===== config.mk =====
export PLATFORM = sky130hd
export DESIGN_NAME = shift_rotate_unit
export DESIGN_NICKNAME = d
export VERILOG_FILES = /design/src/rtl/shift_rotate_unit.sv
export SDC_FILE = /design/constraint.sdc
export NUM_CORES = 1
export LEC_CHECK = 0
export ABC_AREA = 0
export CORE_MARGIN = 3
export CORE_UTILIZATION = 41
export DETAILED_ROUTE_END_ITERATION = 12
export PLACE_DENSITY = 0.66
export SLEW_MARGIN = 20
export SYNTH_ARGS = -nofsm -noshare
export SYNTH_HDL_FRONTEND = slang
export SYNTH_SLANG_ARGS = --single-unit
export TNS_END_PERCENT = 10

===== constraint.sdc =====
create_clock -name clk -period 4.3 [get_ports clk]
set_clock_uncertainty 0.2 [all_clocks]
set_input_delay 0.645 -clock clk [delete_from_list [all_inputs] [get_ports clk]]
set_output_delay 0.645 -clock clk [all_outputs]
set_load 0.03 [all_outputs]

===== src/rtl/shift_rotate_unit.sv =====
// Iterative shift/rotate unit: SHR, SHRA, SHL, ROR, ROL over WIDTH bits, moving up to STEP positions per cycle.
// Latency: ceil(shamt/STEP) RUN cycles, then one DONE cycle. Zero amounts and illegal ops go straight to DONE.
// Backpressure: none. A start that arrives while busy is dropped, not queued. The caller waits for done.
//
// Ports:
//   clk, clr         clock and synchronous active-high clear
//   start            request pulse, sampled only in IDLE
//   op               000 SHR, 001 SHRA, 010 SHL, 011 ROR, 100 ROL, 101-111 pass-through (flagged illegal)
//   operand_a        value to shift
//   shamt            shift amount, implicitly modulo WIDTH
//   busy             high in RUN and DONE
//   done             one-cycle pulse; result/carry_out valid from this cycle
//   result           shifted value, held until the next accepted operation's DONE cycle
//   carry_out        last bit shifted or rotated out
//   illegal_op       set at acceptance of a 101-111 opcode, cleared by the next accepted start
module shift_rotate_unit #(
    parameter int WIDTH = 32,
    parameter int STEP  = 1,
    localparam int SHW  = $clog2(WIDTH)
) (
    input  logic             clk,
    input  logic             clr,
    input  logic             start,
    input  logic [2:0]       op,
    input  logic [WIDTH-1:0] operand_a,
    input  logic [SHW-1:0]   shamt,
    output logic             busy,
    output logic             done,
    output logic [WIDTH-1:0] result,
    output logic             carry_out,
    output logic             illegal_op
);

    localparam logic [2:0] OP_SHR  = 3'b000;
    localparam logic [2:0] OP_SHRA = 3'b001;
    localparam logic [2:0] OP_SHL  = 3'b010;
    localparam logic [2:0] OP_ROR  = 3'b011;
    localparam logic [2:0] OP_ROL  = 3'b100;

    // STEP can equal WIDTH, which does not fit in SHW bits, so keep one extra bit for the comparison.
    localparam logic [SHW:0] STEP_W = (SHW+1)'(STEP);

    typedef enum logic [1:0] {
        IDLE = 2'd0,
        RUN  = 2'd1,
        DONE = 2'd2
    } state_t;

    state_t           state;
    state_t           state_nxt;

    logic [WIDTH-1:0] acc;
    logic [SHW-1:0]   rem;
    logic [2:0]       opcode;

    logic             op_illegal;
    logic             rem_lt_step;
    logic             last_step;
    logic [SHW-1:0]   k;

    logic [2*WIDTH-1:0] dbl;
    logic [2*WIDTH-1:0] ror_dbl;
    logic [2*WIDTH-1:0] rol_dbl;
    logic [WIDTH-1:0]   ror_val;
    logic [WIDTH-1:0]   rol_val;
    logic [WIDTH-1:0]   shr_val;
    logic [WIDTH-1:0]   shl_val;
    logic [WIDTH-1:0]   shra_val;
    logic signed [WIDTH-1:0] acc_s;

    logic [WIDTH-1:0] acc_step;
    logic             carry_step;

    assign op_illegal  = (op > OP_ROL);

    // k = min(STEP, rem). When rem >= STEP, STEP < WIDTH, so truncating STEP_W to SHW bits is exact.
    assign rem_lt_step = ({1'b0, rem} < STEP_W);
    assign last_step   = ({1'b0, rem} <= STEP_W);
    assign k           = rem_lt_step ? rem : STEP_W[SHW-1:0];

    // Rotates come from a doubled copy of acc, so no (WIDTH - k) term is needed.
    assign dbl      = {acc, acc};
    assign ror_dbl  = dbl >> k;
    assign rol_dbl  = dbl << k;
    assign ror_val  = ror_dbl[WIDTH-1:0];
    assign rol_val  = rol_dbl[2*WIDTH-1:WIDTH];
    assign shr_val  = acc >> k;
    assign shl_val  = acc << k;
    assign acc_s    = acc;
    assign shra_val = acc_s >>> k;

    // The bit that leaves on the right, acc[k-1], lands in the rotate-right MSB.
    // The bit that leaves on the left, acc[WIDTH-k], lands in the rotate-left LSB.
    // Reusing those taps avoids variable-index subtraction.
    always_comb begin
        acc_step   = acc;
        carry_step = carry_out;
        case (opcode)
            OP_SHR: begin
                acc_step   = shr_val;
                carry_step = ror_val[WIDTH-1];
            end
            OP_SHRA: begin
                acc_step   = shra_val;
                carry_step = ror_val[WIDTH-1];
            end
            OP_SHL: begin
                acc_step   = shl_val;
                carry_step = rol_val[0];
            end
            OP_ROR: begin
                acc_step   = ror_val;
                carry_step = ror_val[WIDTH-1];
            end
            OP_ROL: begin
                acc_step   = rol_val;
                carry_step = rol_val[0];
            end
            default: begin
                acc_step   = acc;
                carry_step = carry_out;
            end
        endcase
    end

    always_comb begin
        state_nxt = state;
        case (state)
            IDLE: begin
                if (start) begin
                    if ((shamt == '0) || op_illegal) begin
                        state_nxt = DONE;
                    end else begin
                        state_nxt = RUN;
                    end
                end
            end
            RUN: begin
                if (last_step) begin
                    state_nxt = DONE;
                end
            end
            DONE:    state_nxt = IDLE;
            default: state_nxt = IDLE;
        endcase
    end

    always_ff @(posedge clk) begin
        if (clr) begin
            state <= IDLE;
        end else begin
            state <= state_nxt;
        end
    end

    // result is loaded on the edge that enters DONE, so it already equals the final acc
    // during the done cycle rather than one cycle later.
    always_ff @(posedge clk) begin
        if (clr) begin
            acc        <= '0;
            rem        <= '0;
            opcode     <= '0;
            result     <= '0;
            carry_out  <= 1'b0;
            illegal_op <= 1'b0;
        end else begin
            case (state)
                IDLE: begin
                    if (start) begin
                        acc        <= operand_a;
                        rem        <= shamt;
                        opcode     <= op;
                        carry_out  <= 1'b0;
                        illegal_op <= op_illegal;
                        if ((shamt == '0) || op_illegal) begin
                            result <= operand_a;
                        end
                    end
                end
                RUN: begin
                    acc       <= acc_step;
                    rem       <= rem - k;
                    carry_out <= carry_step;
                    if (last_step) begin
                        result <= acc_step;
                    end
                end
                default: ;
            endcase
        end
    end

    assign busy = (state == RUN) || (state == DONE);
    assign done = (state == DONE);

endmodule

==> flow_metrics.env <==
export IMPL_die_area_um2=11800
export IMPL_yosys_top_cells_area="dfxtp_1 (35%), o211ai_1 (11%), a211oi_2 (8.7%), nor3_1 (7.1%), a211oi_1 (6.3%)"
export IMPL_drive_gt1_share_pct=12.4
export IMPL_viasPerCell=5.84
export IMPL_antenna_found_initial=0
export IMPL_fp_dieH_um=109
export IMPL_hp_class="register to register"
export IMPL_max_cap_violations=0
export IMPL_vdd_drop_max_v=0.000206
export IMPL_hold_viol_final=0
export IMPL_grt_total_usage_pct=19.5
export IMPL_clk_pin_slew_worst_paths_ps=80
export IMPL_initial_utilization_pct=43.1
export IMPL_grt_pass1_vias=3758
export IMPL_final_common_cell="clkdlybuf4s50_1"
export IMPL_clk_latency_ps=350
export IMPL_path_buf_inv=2
export IMPL_placed_cell_area_um2=5120
export IMPL_tightest_slew_ps=955
export IMPL_drt_iter0_markers=194
export IMPL_synth_largest_area_cell="dfxtp_1"
export IMPL_place_ws_ps=1240
export IMPL_leakagePower_uw=0.00169
export IMPL_synthArstFlopShare_pct=0
export IMPL_post_route_min_period_ps=2890
export IMPL_worstPathCellList="inv_1 > ha_4 > nor2b_1 > nand2b_2 > buf_4 > nor2_1 > a211oi_1"
export IMPL_h_tree_depth=3
export IMPL_num_vias=4077
export IMPL_cts_setup_buffers=0
export IMPL_synth_ff_type="dfxtp_1"
export IMPL_finalWirelength_um=11300
export IMPL_yosys_area_top_type_share_pct=35.3
export IMPL_status="complete, no violations"
export IMPL_p_per_area_nw_per_um2=452
export IMPL_crit_slowest_cell="nand2b_2"
export IMPL_crit_family="simple AND/OR/NAND/NOR gates"
export IMPL_layout_common_cells="clkdlybuf4s50_1 (77), dfxtp_1 (76), nor2_1 (72)"
export IMPL_arrival_ps=2940
export IMPL_yosysWarningCount=0
export IMPL_grt_pass1_wl_um=18600
export IMPL_overflow=0
export IMPL_synth_area_um2=4310
export IMPL_finalWorstSetupSlack_ps=1410
export IMPL_core_area_um2=10000
export IMPL_detail_route_antenna_nets=0
export IMPL_avgSynthCellArea_um2=8.33
export IMPL_slew_headroom_pct=36.3
export IMPL_rsz0062_at_grt="false"
export IMPL_place_inst=683
export IMPL_die_w_um=109
export IMPL_drv_slew=0
export IMPL_synth_seq_cells=76
export IMPL_ios=79
export IMPL_cts_resized=0
export IMPL_port_buffers=78
export IMPL_hpwl_um=7320
export IMPL_crit_type="register to register"
export IMPL_cts_root_buf="clkbuf_8"
export IMPL_row_count=36
export IMPL_max_freq_mhz=347
export IMPL_fin_cells=698
export IMPL_grt_max_degree=58
export IMPL_required_ps=4350
export IMPL_remaining_drc_errors=0
export IMPL_first_pass_iters=4
export IMPL_routedWlPerCell_um=16.2
export IMPL_cts_tree="built"
export IMPL_end_kind="register"
export IMPL_cts_hold_buf=0
export IMPL_synth_edf_count=0
export IMPL_cts_max_path_buffers=2
export IMPL_layout_area_seq_um2=1520
export IMPL_antennaDiodeCount=0
export IMPL_setup_viol=0
export IMPL_critPathMaxFanout=57
export IMPL_multi_input_area_um2=2520
export IMPL_critical_path_max_stage_delay_ps=710
export IMPL_cts_inserted_buffers=9
export IMPL_areaGrowthSynthToFinish_pct=24.2
export IMPL_fin_setup_tns_ps=0
export IMPL_power_total_uw=2420
export IMPL_yosysSeqAreaShare_pct=35.3
export IMPL_worstSetupStartpointType="register"
export IMPL_final_area_um2=5360
export IMPL_ys_types=45
export IMPL_n_fill_cell=965
export IMPL_clock_sinks=76
export IMPL_gp_congestion=0.826
export IMPL_netlist_instances=518
export IMPL_fin_crit_sh_pct=67.1
export IMPL_syn_nets=565
export IMPL_finalNetCount=608
worst register-to-register path: stages (launching register included):
cell and delay (ps):
dfxtp_1 320, inv_1 130, ha_4 530, nor2b_1 280, nand2b_2 710, buf_4 360, nor2_1 60, a211oi_1 210
stage by stage:
stage / utilization [%] / hold slack (ps)
finish: 53.6 / 322
global route: 53.6 / 341
CTS: 53.6 / 317
detailed placement: 51.2 / 285
global placement: 51.2 / 283
floorplan: - / 282
routing by layer:
layer | track usage (%) | part of all wire (%)
met1 | 27.1 | 48
met3 | 3.70 | 4.9
met4 | 5.50 | 1.3
met5 | 0 | 0
met2 | 31.0 | 45
final timing paths:
check | startpoint | to | slack [ps] | cells past startpoint
setup / recovery | state[1] | acc[15] | 1410 | 7
hold / removal | illegal_op | illegal_op | 320 | 2
setup reg to reg | state[1] | acc[15] | 1410 | 7
hold reg to reg | illegal_op | illegal_op | 320 | 2
flip-flops by register name (all words and copies together) (netlist names):
signal / flops
result: 32
rem: 5
state: 2
opcode: 3
illegal_op: 1
carry_out: 1
acc: 32
power breakdown:
part / switching [µW] / internal [µW] / leakage (µW)
Sequential: 95.0 / 803 / 0.000627
Clock: 272 / 399 / 0.000116
Combinational: 509 / 343 / 0.000947
Total: 876 / 1540 / 0.00169
kinds of logic (layout without fill, tap and decap cells):
| kind of cell | after synthesis | count (layout) | synth area share, % |
|---|---|---|---|
| AND/OR/NAND/NOR | 194 | 194 | 22.4 |
| AO/OA/AOI/OAI | 172 | 172 | 33.0 |
| flip-flops | 76 | 76 | 35.3 |
| buffers and inverters | 67 | 114 | 7.02 |
| adder cells (fa/ha/maj) | 4 | 4 | 1.16 |
| multiplexers | 4 | 4 | 0.957 |
| XOR/XNOR | 1 | 1 | 0.203 |
area by class of cell:
class	count	area share [%]
Tap cell	133	3.11
Inverter	9	0.631
Sequential cell	76	28.4
Timing Repair Buffer	90	16.4
Clock inverter	4	1.82
Clock buffer	11	2.64
Multi-Input combinational cell	375	47.0
synthesized netlist by cell type, types with 2 or more instances:
library cell,n
buf_6,4
clkbuf_1,39
mux2i_1,3
o21a_1,2
o21ai_1,2
o41ai_2,2
nand3_1,7
buf_4,3
a211oi_2,30
nand3b_1,30
o221ai_1,2
buf_2,8
nor2_1,72
a21oi_1,12
nor3_1,61
a211oi_1,36
nor2b_1,2
o32ai_1,2
nand2b_1,4
buf_1,4
o311ai_0,3
o21bai_1,2
o21ai_0,9
or3b_2,2
inv_1,8
dfxtp_1,76
o211ai_1,62
nand2_1,11
ha_1,4
Power figures use the tool's default switching activity.
